**config.mk**
```make
export PLATFORM = sky130hd
export DESIGN_NAME = input_event_arbiter
export DESIGN_NICKNAME = d
export VERILOG_FILES = /design/src/rtl/input_event_arbiter.sv
export SDC_FILE = /design/constraint.sdc
export NUM_CORES = 1
export LEC_CHECK = 0
export CAP_MARGIN = 25
export CORE_ASPECT_RATIO = 0.7
export CORE_MARGIN = 2
export CORE_UTILIZATION = 58
export DETAILED_ROUTE_END_ITERATION = 16
export PLACE_DENSITY = 0.79
export SYNTH_ARGS = -nofsm -noshare
export SYNTH_HDL_FRONTEND = slang
export SYNTH_SLANG_ARGS = --single-unit
```
**constraint.sdc**
```tcl
create_clock -name clk -period 2.1 [get_ports clk]
set_input_delay 0.315 -clock clk [delete_from_list [all_inputs] [get_ports clk]]
set_output_delay 0.315 -clock clk [all_outputs]
set_load 0.1 [all_outputs]
```
**src/rtl/input_event_arbiter.sv**
```systemverilog
// rtl/input_event_arbiter.sv - debounced multi-input edge detector with round-robin event offer
// Optional macro INPUT_EVENT_RELEASE_EN: also report falling (release) edges as events.
module input_event_arbiter #(
    parameter int N_INPUTS        = 4,
    parameter int DEBOUNCE_CYCLES = 1000
) (
    input  logic                        clk,
    input  logic                        reset,
    input  logic [N_INPUTS-1:0]         raw_in,
    output logic                        event_valid,
    input  logic                        event_ready,
    output logic [$clog2(N_INPUTS)-1:0] event_id,
    output logic                        event_pressed,
    output logic [N_INPUTS-1:0]         stable_out,
    output logic [N_INPUTS-1:0]         overrun,
    input  logic                        overrun_clear
);
    localparam int ID_W  = $clog2(N_INPUTS);
    localparam int CNT_W = $clog2(DEBOUNCE_CYCLES);
    localparam logic [CNT_W-1:0] CNT_MAX = CNT_W'(DEBOUNCE_CYCLES - 1);
    localparam logic [ID_W:0]    N_WIDE  = (ID_W + 1)'(N_INPUTS);

    typedef enum logic {IDLE, OFFER} state_t;

    logic [N_INPUTS-1:0] sync1_q, sync1_d, sync2_q, sync2_d;
    logic [N_INPUTS-1:0] stable_q, stable_d;
    logic [CNT_W-1:0]    cnt_q [N_INPUTS];
    logic [CNT_W-1:0]    cnt_d [N_INPUTS];
    logic [N_INPUTS-1:0] pending_q, pending_d;
    logic [N_INPUTS-1:0] overrun_q, overrun_d;
    logic [N_INPUTS-1:0] edge_ev, grant_vec;
    logic [ID_W-1:0]     rr_ptr_q, rr_ptr_d, event_id_q, event_id_d, grant_idx;
    logic [ID_W:0]       scan_idx;
    logic                found;
    state_t              state_q, state_d;
`ifdef INPUT_EVENT_RELEASE_EN
    logic [N_INPUTS-1:0] type_q, type_d;
    logic                event_pressed_q, event_pressed_d;
`endif

    always_comb begin
        sync1_d  = raw_in;
        sync2_d  = sync1_q;
        stable_d = stable_q;
        edge_ev  = '0;
        for (int i = 0; i < N_INPUTS; i++) begin
            cnt_d[i] = '0;
            if (sync2_q[i] != stable_q[i]) begin
                if (cnt_q[i] == CNT_MAX) begin
                    stable_d[i] = sync2_q[i];
`ifdef INPUT_EVENT_RELEASE_EN
                    edge_ev[i]  = 1'b1;
`else
                    edge_ev[i]  = sync2_q[i];
`endif
                end else begin
                    cnt_d[i] = cnt_q[i] + 1'b1;
                end
            end
        end

        // Round-robin scan starting at rr_ptr, wrapping past N_INPUTS-1.
        found     = 1'b0;
        grant_idx = '0;
        scan_idx  = '0;
        for (int k = 0; k < N_INPUTS; k++) begin
            scan_idx = {1'b0, rr_ptr_q} + (ID_W + 1)'(k);
            if (scan_idx >= N_WIDE) scan_idx = scan_idx - N_WIDE;
            if (!found && pending_q[scan_idx[ID_W-1:0]]) begin
                found     = 1'b1;
                grant_idx = scan_idx[ID_W-1:0];
            end
        end
        grant_vec = (state_q == IDLE && found) ? (N_INPUTS'(1) << grant_idx) : '0;

        pending_d = (pending_q & ~grant_vec) | edge_ev;
        overrun_d = (overrun_clear ? '0 : overrun_q) | (edge_ev & pending_q & ~grant_vec);
`ifdef INPUT_EVENT_RELEASE_EN
        type_d    = (type_q & ~edge_ev) | (sync2_q & edge_ev);
        event_pressed_d = event_pressed_q;
`endif

        state_d    = state_q;
        event_id_d = event_id_q;
        rr_ptr_d   = rr_ptr_q;
        case (state_q)
            IDLE: if (found) begin
                state_d    = OFFER;
                event_id_d = grant_idx;
`ifdef INPUT_EVENT_RELEASE_EN
                event_pressed_d = type_q[grant_idx];
`endif
            end
            OFFER: if (event_ready) begin
                state_d  = IDLE;
                rr_ptr_d = (event_id_q == ID_W'(N_INPUTS - 1)) ? '0 : event_id_q + 1'b1;
            end
            default: state_d = IDLE;
        endcase
    end

    always_ff @(posedge clk or posedge reset) begin
        if (reset) begin
            sync1_q    <= '0;
            sync2_q    <= '0;
            stable_q   <= '0;
            pending_q  <= '0;
            overrun_q  <= '0;
            rr_ptr_q   <= '0;
            event_id_q <= '0;
            state_q    <= IDLE;
            for (int i = 0; i < N_INPUTS; i++) cnt_q[i] <= '0;
`ifdef INPUT_EVENT_RELEASE_EN
            type_q          <= '0;
            event_pressed_q <= 1'b0;
`endif
        end else begin
            sync1_q    <= sync1_d;
            sync2_q    <= sync2_d;
            stable_q   <= stable_d;
            pending_q  <= pending_d;
            overrun_q  <= overrun_d;
            rr_ptr_q   <= rr_ptr_d;
            event_id_q <= event_id_d;
            state_q    <= state_d;
            for (int i = 0; i < N_INPUTS; i++) cnt_q[i] <= cnt_d[i];
`ifdef INPUT_EVENT_RELEASE_EN
            type_q          <= type_d;
            event_pressed_q <= event_pressed_d;
`endif
        end
    end

    assign event_valid = (state_q == OFFER);
    assign event_id    = event_id_q;
    assign stable_out  = stable_q;
    assign overrun     = overrun_q;
`ifdef INPUT_EVENT_RELEASE_EN
    assign event_pressed = event_pressed_q;
`else
    assign event_pressed = 1'b1;
`endif

endmodule

```
==> flow_metrics.env, run 1 <==
export IMPL_run_status="complete, no violations"
export IMPL_start_util=0.6086
export IMPL_vias_per_cell=5.228
export IMPL_wl_um=4975
export IMPL_synth_simple_area_share=0.2185
export IMPL_grt_total_usage=0.2079
export IMPL_rrSetupSlack_ns=0.34
export IMPL_wl_per_cell_um=13.06
export IMPL_rows=21
export IMPL_synth_cells=281
export IMPL_clock_latency_ns=0.34
export IMPL_r2r_start="cnt_q[0]$_DFF_PP0_"
export IMPL_ys_types=43
export IMPL_clock_skew_ns=0.008630
export IMPL_cts_buffer_depth=2
export IMPL_synth_area_leaders="dfrtp_1 (56%), xnor2_1 (7.2%), nor2_1 (7.1%)"
export IMPL_stdcell_area_um2=3385
export IMPL_worstReg2RegEnd="stable_out[3]$_DFFE_PP0P_"
export IMPL_post_route_util=0.7039
export IMPL_critPathArrivalTime_ns=1.99
export IMPL_core_area_um2=4808
export IMPL_synth_mux_area_frac=0.02736
export IMPL_relSlewSlack=0.5999
export IMPL_antenna_cells=0
export IMPL_critPathKind="reg -> reg"
export IMPL_portBuffers=18
export IMPL_post_cts_resized=0
export IMPL_ys_ff_latch=65
export IMPL_synthAdderAreaFrac=0.02138
export IMPL_synth_compound_area_frac=0.04831
export IMPL_p_total_mw=2.453
export IMPL_endpoint_kind="flop"
export IMPL_placed_cell_area_um2=3189
export IMPL_cts_htree_levels=3
export IMPL_hold_viol_final=0
export IMPL_cts_clk_slew_worst_paths_ns=0.06
export IMPL_grt_pass1_wl_um=8707
export IMPL_hold_path_class="in -> async"
export IMPL_ys_top_cells_by_count="dfrtp_1 (65), nor2_1 (55), xnor2_1 (24)"
export IMPL_cts_root_buf="clkbuf_8"
export IMPL_synth_nets=294
export IMPL_numCtsBuffers=9
export IMPL_grt_overflow=0
export IMPL_io_pins=20
export IMPL_synth_xor_area_frac=0.1077
export IMPL_hold_ws_ns=0.2947
export IMPL_rsz0062_at_grt="no"
export IMPL_p_leak_nw=1.478
export IMPL_synth_avg_cell_area_um2=10.41
export IMPL_synth_area_leader_cell="dfrtp_1"
export IMPL_grt_max_degree=27
export IMPL_die_x_um=88.90
export IMPL_area_growth_synth_to_final_pct=15.65
export IMPL_synth_most_common_cell="dfrtp_1"
export IMPL_maxCapViolCount=0
export IMPL_cts_tree="built"
export IMPL_crit_start="cnt_q[0]$_DFF_PP0_"
export IMPL_final_cells=381
export IMPL_cts_num_sinks=65
export IMPL_drv_slew=0
export IMPL_placed_cells=366
export IMPL_num_vias=1992
export IMPL_fmax_ghz=0.5688
export IMPL_place_ws_ns=0.3475
export IMPL_ant_nets=0
export IMPL_setup_viol=0
export IMPL_synth_seq_area_share=0.5558
export IMPL_worstSetupStartpointType="flop"
export IMPL_period_minus_slack_ns=1.758
export IMPL_drive_gt1_frac=0.1346
export IMPL_rr_worst_depth=4
export IMPL_crit_path_max_fanout=5
export IMPL_cts_hold_buf=0
export IMPL_synth_top_family_by_area="simple AND/OR/NAND/NOR gates"
export IMPL_drt_pass1_iter_count=4
export IMPL_synth_cell_area_um2=2927
export IMPL_powerDensity_nw_per_um2=724.9
export IMPL_dieHeight_um=63.43
export IMPL_route_detailed_drc=0
export IMPL_async_flop_share=1.000
export IMPL_dp_final_hpwl_um=3494
export IMPL_peakVddDrop_uv=462.5
export IMPL_gp_congestion=0.8391
export IMPL_yosys_warnings=0
export IMPL_nNetsFinal=321
export IMPL_tightest_slew_ns=0.5962
export IMPL_synth_top_cell_area_share=0.5558
export IMPL_post_cts_buffers=0
export IMPL_required_ns=2.33
export IMPL_die_area_um2=5639
export IMPL_synth_edf_count=0
export IMPL_grt_pass1_vias=1910
export IMPL_drt_iter0_drc=105
export IMPL_antenna_found_initial=0
export IMPL_tns_ns=0
export IMPL_finalCritPeriodShare=0.8372
export IMPL_setup_slack_ns=0.3418
export IMPL_ys_flop_type="dfrtp_1"
-- cells in the final DEF, fill, tap and decap left out, types with 2 or more instances in the layout --
cell              n
mux2_2            4
nor2_1           55
o21ai_0           4
xor2_1           12
or4_1             2
nand2_1          16
nand3_1          12
ha_1              5
a21oi_1           6
mux2i_1           2
clkdlybuf4s50_1   7
nand2b_1          6
inv_1             8
nand4_1           6
o22ai_1           2
clkinv_2          2
and4_1            2
or2_2             3
xnor2_1          24
dfrtp_1          65
a31oi_1           4
nor3_1           10
buf_12            2
nor4_1            4
clkbuf_8         11
buf_4            12
nor2b_1           4
and3_1            2
-- layer usage --
metal  part of all wire  global-route usage  vias up
li1                   -                   -     1002
met1               0.50              0.2740      953
met2               0.44              0.3060       29
met3              0.048             0.08388        8
met4              0.013             0.08333        0
met5                  0                   0        -
-- kinds of logic after synthesis --
| group | after synthesis |
|---|---|
| AOI/OAI and AO/OA | 22 |
| xor gates and xnor gates | 36 |
| adders and majority gates | 5 |
| buffers and inverters | 14 |
| DFF | 65 |
| muxes | 7 |
| other | 1 |
| and+or+nand+nor | 131 |
-- sequential cells by signal, summed over array words and instances, names as in the netlist --
name         flops
event_valid      1
stable_out       4
rr_ptr_q         2
sync2_q          4
sync1_q          4
event_id         2
cnt_q           40
pending_q        4
overrun          4
-- critical path, cell delays in order (launching register included) --
cell and delay [ns]:
dfrtp_1 0.37, ha_1 0.23, nand2_1 0.10, or4_1 0.61
mux2_4 0.34
-- final cells by class --
type / instances / area (um^2)
Tap cell: 69 / 86.33
Timing Repair Buffer: 21 / 200.2
Clock inverter: 3 / 40.04
Multi-Input combinational cell: 202 / 1242
Fill cell: 370 / 1424
Clock buffer: 12 / 155.1
Inverter: 9 / 33.78
Sequential cell: 65 / 1627
-- worst max path at each step --
stage / to / slack, ns / cells past startpoint
6_report: stable_out[3]$_DFFE_PP0P_ / 0.34 / 4
5_1_grt: stable_out[3]$_DFFE_PP0P_ / 0.29 / 4
4_1_cts: stable_out[3]$_DFFE_PP0P_ / 0.34 / 4
2_1_floorplan: cnt_q[0]$_DFF_PP0_ / 0.16 / 1
3_5_place_dp: stable_out[3]$_DFFE_PP0P_ / 0.35 / 4
3_3_place_gp: stable_out[3]$_DFFE_PP0P_ / 0.40 / 4
-- power breakdown --
| group | internal, mW | switching (mW) |
|---|---|---|
| Clock | 0.602 | 0.434 |
| Combinational | 0.0442 | 0.0676 |
| Sequential | 1.28 | 0.0238 |
(Power assumes the default switching activity.)
==> inputs of run 2 (changes only) <==
--- a/config.mk
+++ b/config.mk
@@ -8,9 +8,9 @@
 export CAP_MARGIN = 25
 export CORE_ASPECT_RATIO = 0.7
 export CORE_MARGIN = 2
-export CORE_UTILIZATION = 58
+export CORE_UTILIZATION = 52
 export DETAILED_ROUTE_END_ITERATION = 16
-export PLACE_DENSITY = 0.79
+export PLACE_DENSITY = 0.75
 export SYNTH_ARGS = -nofsm -noshare
 export SYNTH_HDL_FRONTEND = slang
 export SYNTH_SLANG_ARGS = --single-unit
==> constraint.sdc (replaced) <==
create_clock -name clk -period 1.5 [get_ports clk]
set_input_delay 0.225 -clock clk [delete_from_list [all_inputs] [get_ports clk]]
set_output_delay 0.225 -clock clk [all_outputs]
set_load 0.1 [all_outputs]
==> run 2 against run 1 <==
Against the previous run: the flow now finishes with violations (setup timing); critical path depth down 1; final cell count up 7.3%; power up 44%; largest cell class unchanged.
==> flow_metrics.env, run 2 (synthesized netlist as in run 1, its figures left out) <==
export IMPL_num_vias=2110
export IMPL_tightest_slew_ns=0.5929
export IMPL_run_status="complete, but fails checks"
export IMPL_critPathArrivalTime_ns=1.79
export IMPL_drt_iter0_drc=94
export IMPL_cts_num_sinks=65
export IMPL_p_int_mw=2.779
export IMPL_start_util=0.5480
export IMPL_placed_cell_area_um2=3512
export IMPL_maxCapViolCount=0
export IMPL_cts_tree="built"
export IMPL_clockPowerShare=0.430
export IMPL_clock_skew_ns=0.005435
export IMPL_endpoint_kind="flop"
export IMPL_route_detailed_drc=0
export IMPL_rrSetupSlack_ns=-0.08
export IMPL_cp_slowest_cell="or4_4"
export IMPL_tns_ns=-0.2583
export IMPL_dieHeight_um=66.77
export IMPL_peakVddDrop_uv=584.5
export IMPL_cpPeakStageDelay_ns=0.53
export IMPL_final_cells=409
export IMPL_layout_common_cells="dfrtp_1 (56), nor2_1 (55), buf_4 (25)"
export IMPL_rsz0062_at_grt="yes"
export IMPL_rows=22
export IMPL_hold_ws_ns=0.1836
export IMPL_gp_congestion=0.8262
export IMPL_fmax_ghz=0.6332
export IMPL_combPwrFrac=0.053
export IMPL_grt_overflow=0
export IMPL_setup_slack_ns=-0.07925
export IMPL_nNetsFinal=345
export IMPL_vias_per_cell=5.159
export IMPL_powerDensity_nw_per_um2=925.0
export IMPL_pwr_share_seq=0.517
export IMPL_die_x_um=93.67
export IMPL_period_minus_slack_ns=1.579
export IMPL_relSlewSlack=0.6011
export IMPL_cts_clk_slew_worst_paths_ns=0.07
export IMPL_wl_um=5499
export IMPL_stdcell_area_um2=3822
export IMPL_grt_pass1_wl_um=9418
export IMPL_io_pins=20
export IMPL_grt_pass1_vias=2033
export IMPL_required_ns=1.71
export IMPL_die_area_um2=6254
export IMPL_drt_pass1_iter_count=4
export IMPL_violations="setup timing"
export IMPL_final_common_cell="dfrtp_1"
export IMPL_finalCritPeriodShare=1.053
export IMPL_switchingPower_mw=0.7569
export IMPL_setup_viol=11
export IMPL_wl_per_cell_um=13.44
export IMPL_p_leak_nw=1.636
export IMPL_clock_latency_ns=0.33
export IMPL_worstSetupStartpointType="flop"
export IMPL_grt_max_degree=31
export IMPL_antenna_found_initial=0
export IMPL_portBuffers=18
export IMPL_largest_register="cnt_q"
export IMPL_dp_final_hpwl_um=3874
export IMPL_ant_nets=0
export IMPL_hold_path_class="in -> async"
export IMPL_antenna_cells=0
export IMPL_numCtsBuffers=9
export IMPL_critPathKind="reg -> reg"
export IMPL_core_area_um2=5340
export IMPL_placed_cells=391
export IMPL_place_ws_ns=-0.1625
export IMPL_cts_root_buf="clkbuf_8"
export IMPL_hold_viol_final=0
export IMPL_cp_cell_sequence="or2b_4, or4_4, mux2_4"
export IMPL_area_growth_synth_to_final_pct=30.61
export IMPL_cts_buffer_depth=2
export IMPL_switching_share=0.2141
export IMPL_largest_reg_flops=40
export IMPL_drv_slew=0
export IMPL_grt_total_usage=0.1981
export IMPL_cts_htree_levels=3
export IMPL_drive_gt1_frac=0.2700
export IMPL_crit_path_max_fanout=5
-- run 2: cell count changes in the layout (fill, tap and decap cells not counted), sizes merged --
cell / before / now
buf: 14 / 38
clkbuf: 12 / 14
clkinv: 2 / 1
clkinvlp: 0 / 1
inv: 9 / 8
-- run 2: critical path: cells and delay by family, from the launching register on --
kind / cells / cell delay [ns]
multiplexers: 1 / 0.32
AND/OR/NAND/NOR: 2 / 0.77
flip-flops: 1 / 0.38
-- run 2: timing repair --
action                                  CTS  global route
hold buffers                              0             0
pin swaps                                 1             7
endpoints found under the setup margin   25            35
setup buffers                             0             2
resized for setup                         4            18
-- run 2: per-layer routing --
metal,up-vias,GRT usage,part of all wire
met5,-,0,0
met4,0,0.05435,0.0093
met3,8,0.06109,0.037
met2,35,0.2995,0.45
met1,1016,0.2788,0.51
li1,1051,-,-
-- run 2: path summary, 6_finish.rpt --
kind	startpoint	cells past startpoint	end
min in group clk	raw_in[0]	1	sync1_q[0]$_DFF_PP0_
max in group asynchronous	reset	3	pending_q[2]$_DFF_PP0_
min	reset	2	cnt_q[33]$_DFF_PP0_
max	cnt_q[3]$_DFF_PP0_	3	stable_out[3]$_DFFE_PP0P_
min reg2reg	sync1_q[2]$_DFF_PP0_	0	sync2_q[2]$_DFF_PP0_
max reg2reg	cnt_q[3]$_DFF_PP0_	3	stable_out[3]$_DFFE_PP0P_
-- run 2: layout make-up --
| cell class | instances | area, um^2 |
|---|---|---|
| multi-input cells | 202 | 1331 |
| flip-flops and latches | 65 | 1638 |
| inverters | 9 | 37.54 |
| repair buffers | 45 | 518.0 |
| well taps | 72 | 90.09 |
| fillers | 389 | 1518 |
| clock buffers | 14 | 172.7 |
| clock inverters | 2 | 35.03 |
-- run 2: stage by stage --
stage / power (mW) / utilization
after floorplan: 1.959 / -
after detailed placement: 2.039 / 0.6577
after global routing: 3.692 / 0.7158
after CTS: 3.571 / 0.6999
final: 3.536 / 0.7158
after global placement: 2.032 / 0.6577
-- run 2: power groups by stage --
stage	clock network, mW	logic (mW)	registers, mW
6_report	1.52	0.188	1.83
2_1_floorplan	0	0.107	1.85
5_1_grt	1.65	0.215	1.83
4_1_cts	1.56	0.185	1.82
3_5_place_dp	0	0.182	1.86
3_3_place_gp	0	0.178	1.85
